## src/rtl/elf_keypad.sv

```systemverilog
// rtl/elf_keypad.sv - PS/2 key events to COSMAC ELF front-panel switches, IN button and hex byte entry
module elf_keypad #(
  parameter int               CNT_W         = 20,
  parameter logic [CNT_W-1:0] IN_MIN_CYCLES = 20'd50000
) (
  input  logic        clk,
  input  logic        reset_n,
  input  logic [10:0] ps2_key,
  input  logic        io_rd,
  output logic [7:0]  sw_data,
  output logic        byte_ready,
  output logic        in_n,
  output logic        run,
  output logic        load,
  output logic        mp
);

  typedef enum logic [1:0] {EMPTY = 2'd0, ONE = 2'd1, TWO = 2'd2} digit_state_t;

  digit_state_t     state_q, state_d;
  logic             tog_q;
  logic             armed_q;
  logic             in_held_q;
  logic [CNT_W-1:0] cnt_q;
  logic             hex_hit;
  logic [3:0]       nib;

  logic       ev, press_ev, rel_ev;
  logic [7:0] code;
  logic       hex_ev, bksp_ev, in_press, in_rel, run_ev, load_ev, mp_ev;

  // armed_q blocks decoding on the first clock after reset so a toggle that moved during reset is absorbed
  assign ev       = armed_q & (ps2_key[10] != tog_q) & ~ps2_key[8];
  assign press_ev = ev & ps2_key[9];
  assign rel_ev   = ev & ~ps2_key[9];
  assign code     = ps2_key[7:0];

  always_comb begin
    hex_hit = 1'b1;
    nib     = 4'h0;
    case (code)
      8'h45: nib = 4'h0;
      8'h16: nib = 4'h1;
      8'h1E: nib = 4'h2;
      8'h26: nib = 4'h3;
      8'h25: nib = 4'h4;
      8'h2E: nib = 4'h5;
      8'h36: nib = 4'h6;
      8'h3D: nib = 4'h7;
      8'h3E: nib = 4'h8;
      8'h46: nib = 4'h9;
      8'h1C: nib = 4'hA;
      8'h32: nib = 4'hB;
      8'h21: nib = 4'hC;
      8'h23: nib = 4'hD;
      8'h24: nib = 4'hE;
      8'h2B: nib = 4'hF;
      default: hex_hit = 1'b0;
    endcase
  end

  assign hex_ev   = press_ev & hex_hit;
  assign bksp_ev  = press_ev & (code == 8'h66);
  assign in_press = press_ev & (code == 8'h5A);
  assign in_rel   = rel_ev & (code == 8'h5A);
  assign run_ev   = press_ev & (code == 8'h2D);
  assign load_ev  = press_ev & (code == 8'h4B);
  assign mp_ev    = press_ev & (code == 8'h3A);

  always_ff @(posedge clk or negedge reset_n) begin
    if (!reset_n) begin
      state_q <= EMPTY;
    end else begin
      state_q <= state_d;
    end
  end

  // A hex key takes priority over a simultaneous io_rd
  always_comb begin
    state_d = state_q;
    if (hex_ev) begin
      case (state_q)
        EMPTY:   state_d = ONE;
        ONE:     state_d = TWO;
        default: state_d = ONE;
      endcase
    end else if (bksp_ev || io_rd) begin
      state_d = EMPTY;
    end
  end

  always_comb begin
    byte_ready = (state_q == TWO);
  end

  always_ff @(posedge clk or negedge reset_n) begin
    if (!reset_n) begin
      tog_q   <= 1'b0;
      armed_q <= 1'b0;
      sw_data <= 8'h00;
    end else begin
      tog_q   <= ps2_key[10];
      armed_q <= 1'b1;
      if (hex_ev) begin
        sw_data <= {sw_data[3:0], nib};
      end else if (bksp_ev) begin
        sw_data <= 8'h00;
      end
    end
  end

  // in_n stays low until both the key is up and the minimum stretch has elapsed
  always_ff @(posedge clk or negedge reset_n) begin
    if (!reset_n) begin
      in_n      <= 1'b1;
      in_held_q <= 1'b0;
      cnt_q     <= '0;
    end else if (in_press) begin
      in_n      <= 1'b0;
      in_held_q <= 1'b1;
      cnt_q     <= IN_MIN_CYCLES - 1'b1;
    end else begin
      if (cnt_q != '0) begin
        cnt_q <= cnt_q - 1'b1;
      end
      if (in_rel) begin
        in_held_q <= 1'b0;
      end
      if (!(in_held_q && !in_rel) && (cnt_q == '0)) begin
        in_n <= 1'b1;
      end
    end
  end

  always_ff @(posedge clk or negedge reset_n) begin
    if (!reset_n) begin
      run  <= 1'b0;
      load <= 1'b0;
      mp   <= 1'b0;
    end else begin
      if (run_ev) begin
        run <= ~run;
        if (!run) begin
          load <= 1'b0;
        end
      end else if (load_ev) begin
        load <= ~load;
        if (!load) begin
          run <= 1'b0;
        end
      end
      if (mp_ev) begin
        mp <= ~mp;
      end
    end
  end

endmodule
```

## config.mk

```make
export PLATFORM = sky130hd
export DESIGN_NAME = elf_keypad
export DESIGN_NICKNAME = d
export VERILOG_FILES = /design/src/rtl/elf_keypad.sv
export SDC_FILE = /design/constraint.sdc
export NUM_CORES = 1
export LEC_CHECK = 0
export ABC_CLOCK_PERIOD_IN_PS = 2800
export BUFFER_PORTS_ARGS = -buffer_cell sky130_fd_sc_hd__clkbuf_2
export CAP_MARGIN = 20
export CORE_ASPECT_RATIO = 0.75
export CORE_MARGIN = 2
export CORE_UTILIZATION = 45
export DETAILED_ROUTE_END_ITERATION = 7
export GPL_ROUTABILITY_DRIVEN = 0
export SLEW_MARGIN = 25
export SYNTH_ARGS = -nofsm -noshare
export SYNTH_HDL_FRONTEND = slang
export SYNTH_SLANG_ARGS = --single-unit
```

## constraint.sdc

```tcl
create_clock -name clk -period 2.8 [get_ports clk]
set_input_delay 0.42 -clock clk [delete_from_list [all_inputs] [get_ports clk]]
set_output_delay 0.42 -clock clk [all_outputs]
set_load 0.005 [all_outputs]
```

==> impl_metrics.csv <==
group,metric,value,unit
die,ios,27,
yosys,syn_nets,264,
final_layout,synthToLayoutAreaGrowth,15.6,%
sta,setup_viol,0,
grt,grt_pass1_wl,8.56,mm
sta,period_share,0.898,
critical_path,worstPathRequired,3020,ps
critical_path,crit_path_start_kind,"register",
clocking,clkSlewWorstSetupHoldPaths,80,ps
clocking,numCtsBuffers,5,
routing,first_pass_iters,4,
routing,first_iter_violations,133,
yosys,synth_mux_area_frac,0.0318,
yosys,synth_ff_type,"dfrtp_1",
place,hpwl,3.52,mm
die,die_area,5560,µm²
final_layout,drive_gt1_frac,0.187,
critical_path,path_cells,"inv_1 -> ha_1 -> or4b_1 -> or3_1 -> or4_4 -> and2_0 -> o21ai_1",
critical_path,critical_path.max_fanout,5,
pwr,p_per_area,534,nW/µm²
critical_path,slowest_delay,530,ps
grt,grt_pass1_vias,1743,
final_layout,nets,293,
sta,setup_tns,0,ps
pwr,power_switching,0.359,mW
die,die_h,65.1,µm
sta,fmax,398,MHz
yosys,synth_xor_area_frac,0.0782,
yosys,ys_async_sr_fraction,1.00,
routing,wl,4.98,mm
routing,drc_errors,0,
pwr,pwr-share-comb,0.131,
yosys,syn-instance-count,248,
clocking,cts_tree,"yes",
pwr,clockPowerShare,0.398,
clocking,hold_buffers,0,
final_layout,num_antenna_cells,0,
yosys,synth_top_family_by_area,"simple AND/OR/NAND/NOR gates",
yosys,synthAdderAreaFrac,0.0112,
die,fp.dieW,85.5,µm
yosys,synth_cell_types,58,
sta,fin_skew,7.34,ps
critical_path,cp-end-kind,"register",
grt,gr-total-overflow,0,
die,core_area,4840,µm²
run_status,status,"finished clean",
yosys,synth_largest_area_cell,"dfrtp_1",
yosys,synth_seq_area_share,0.414,
place,portBuffers,26,
grt,antenna_found_initial,0,
clocking,worstSkewPairLatency,290,ps
grt,gr-usage-all-layers,0.194,
yosys,postSynthAreaPerCell,9.03,µm²
sta,slew_violations,0,
die,start_util,0.462,
pwr,p_seq_frac,0.471,
critical_path,critical_path_class,"register to register",
yosys,synth_compound_area_frac,0.123,
yosys,synth-seq-cells,37,
min_path,hold_class,"input port to async pin",
routing,vias_per_cell,5.67,
clocking,root_buffer,"clkbuf_8",
sta,whs,221,ps
clocking,htree_levels,2,
sta,period_needed,2510,ps
critical_path,reg2reg_depth,7,
sta,tightest_slew,829,ps
job,maxCapViolCount,0,
grt,grt_max_degree,38,
pwr,power.leakage,0.998,nW
clocking,cts_sinks,37,
routing,vias,1916,
sta,finalHoldViolCount,0,
yosys,synth_top_area_share,0.402,
routing,wire_per_inst,14.7,µm
pwr,swShare,0.259,
die,fp-row-count,22,
yosys,synth_edf_count,0,
yosys,synthTopCellsByCount,"dfrtp_1, nor2_1, nand2_1",
sta,grt_setup_unrepaired,"no",
clocking,cts_resized,0,
critical_path,cp_slowest_cell,"or4_4",
pwr,power.internal,1.02,mW
sta,slew_headroom,0.447,
clocking,clk_path_buf_depth,2,
yosys,yosys.area_share.simple,0.299,
yosys,yosys.cell_count.top_type,"dfrtp_1",
yosys,synth.area.top_cells,"dfrtp_1, xor2_1, nor2_1",
critical_path,crit_arrival,2730,ps
pwr,max-vdd-ir-drop,0.349,mV
clocking,post_cts_buffers,0,
yosys,synth.cell_area,2240,µm²
yosys,yosys_warnings,0,
routing,drt.antenna.violating_nets,0,
-- power groups by stage --
| stage | sequential, mW | clock, mW | combinational, mW |
|---|---|---|---|
| 3_3_place_gp | 0.655 | 0 | 0.181 |
| 4_1_cts | 0.649 | 0.565 | 0.183 |
| 3_5_place_dp | 0.655 | 0 | 0.182 |
| 5_1_grt | 0.661 | 0.585 | 0.208 |
| 2_1_floorplan | 0.643 | 0 | 0.128 |
| 6_report | 0.652 | 0.550 | 0.181 |
-- layout by cell type, fill, tap and decap left out, drive strengths merged, types with 4 or more instances in the layout --
cell / count
nand2b: 7
a211oi: 5
nor4: 9
nand4: 5
o21ai: 8
nor2: 22
mux2i: 6
buf: 9
nand2: 21
or4: 4
dfrtp: 36
clkbuf: 30
nor3: 7
nor2b: 9
xnor2: 9
inv: 11
nand3b: 4
or3: 4
xor2: 11
nand3: 9
-- metal layers --
layer / GRT usage / wire, µm / vias up / part of all wire
met4: 0.0536 / 46 / 0 / 0.0092
met3: 0.0389 / 245 / 5 / 0.049
met1: 0.323 / 2760 / 916 / 0.55
li1: - / - / 948 / -
met5: 0 / 0 / - / 0
met2: 0.247 / 1930 / 47 / 0.39
-- sequential cells by signal, indices dropped and copies added, names as in the netlist --
name and cells:
armed_q 1, cnt_q 20, in_held_q 1, in_n 1, load 1, mp 1
run 1, state_q 2, sw_data 8, tog_q 1
-- critical path, delay by kind of cell, from the launching register on --
kind / cells / cell delay, ps
DFF: 1 / 430
adders and majority gates: 1 / 130
AOI/OAI and AO/OA: 1 / 130
buffers and inverters: 1 / 100
and+or+nand+nor: 4 / 1640
-- path summary, 6_finish.rpt --
kind | startpoint | to | slack [ps]
setup / recovery | cnt_q[0]$_DFFE_PN0P_ | cnt_q[1]$_DFFE_PN0P_ | 290
hold / removal | reset_n | cnt_q[13]$_DFFE_PN0P_ | 220
setup reg to reg | cnt_q[0]$_DFFE_PN0P_ | cnt_q[1]$_DFFE_PN0P_ | 290
hold reg to reg | mp$_DFFE_PN0P_ | mp$_DFFE_PN0P_ | 470
max in group asynchronous | reset_n | load$_DFFE_PN0P_ | 2050
min in group clk | ps2_key[10] | tog_q$_DFF_PN0_ | 260
-- per-stage QoR --
step,setup slack (ps),cells,util,instance area (µm²),total power [mW]
final,285,338,0.535,2590,1.38
after CTS,286,338,0.535,2590,1.40
after floorplan,459,248,-,2240,0.771
after detailed placement,334,330,0.507,2460,0.837
after global placement,383,330,0.507,2460,0.836
after global routing,190,338,0.535,2590,1.45
-- cell families after synthesis --
logic type / after synthesis
buffers and inverters: 23
XOR/XNOR: 20
AND/OR/NAND/NOR: 119
multiplexers: 7
AO/OA/AOI/OAI: 39
flip-flops: 37
adder cells (fa/ha/maj): 2
other: 1
-- layout make-up --
cell class / instances / area [µm²]
Timing Repair Buffer: 34 / 190
Tap cell: 60 / 75.1
Clock inverter: 3 / 65.1
Fill cell: 474 / 2250
Clock buffer: 5 / 68.8
Inverter: 11 / 41.3
Multi-Input combinational cell: 188 / 1220
Sequential cell: 37 / 927
Power figures use the tool's default switching activity.
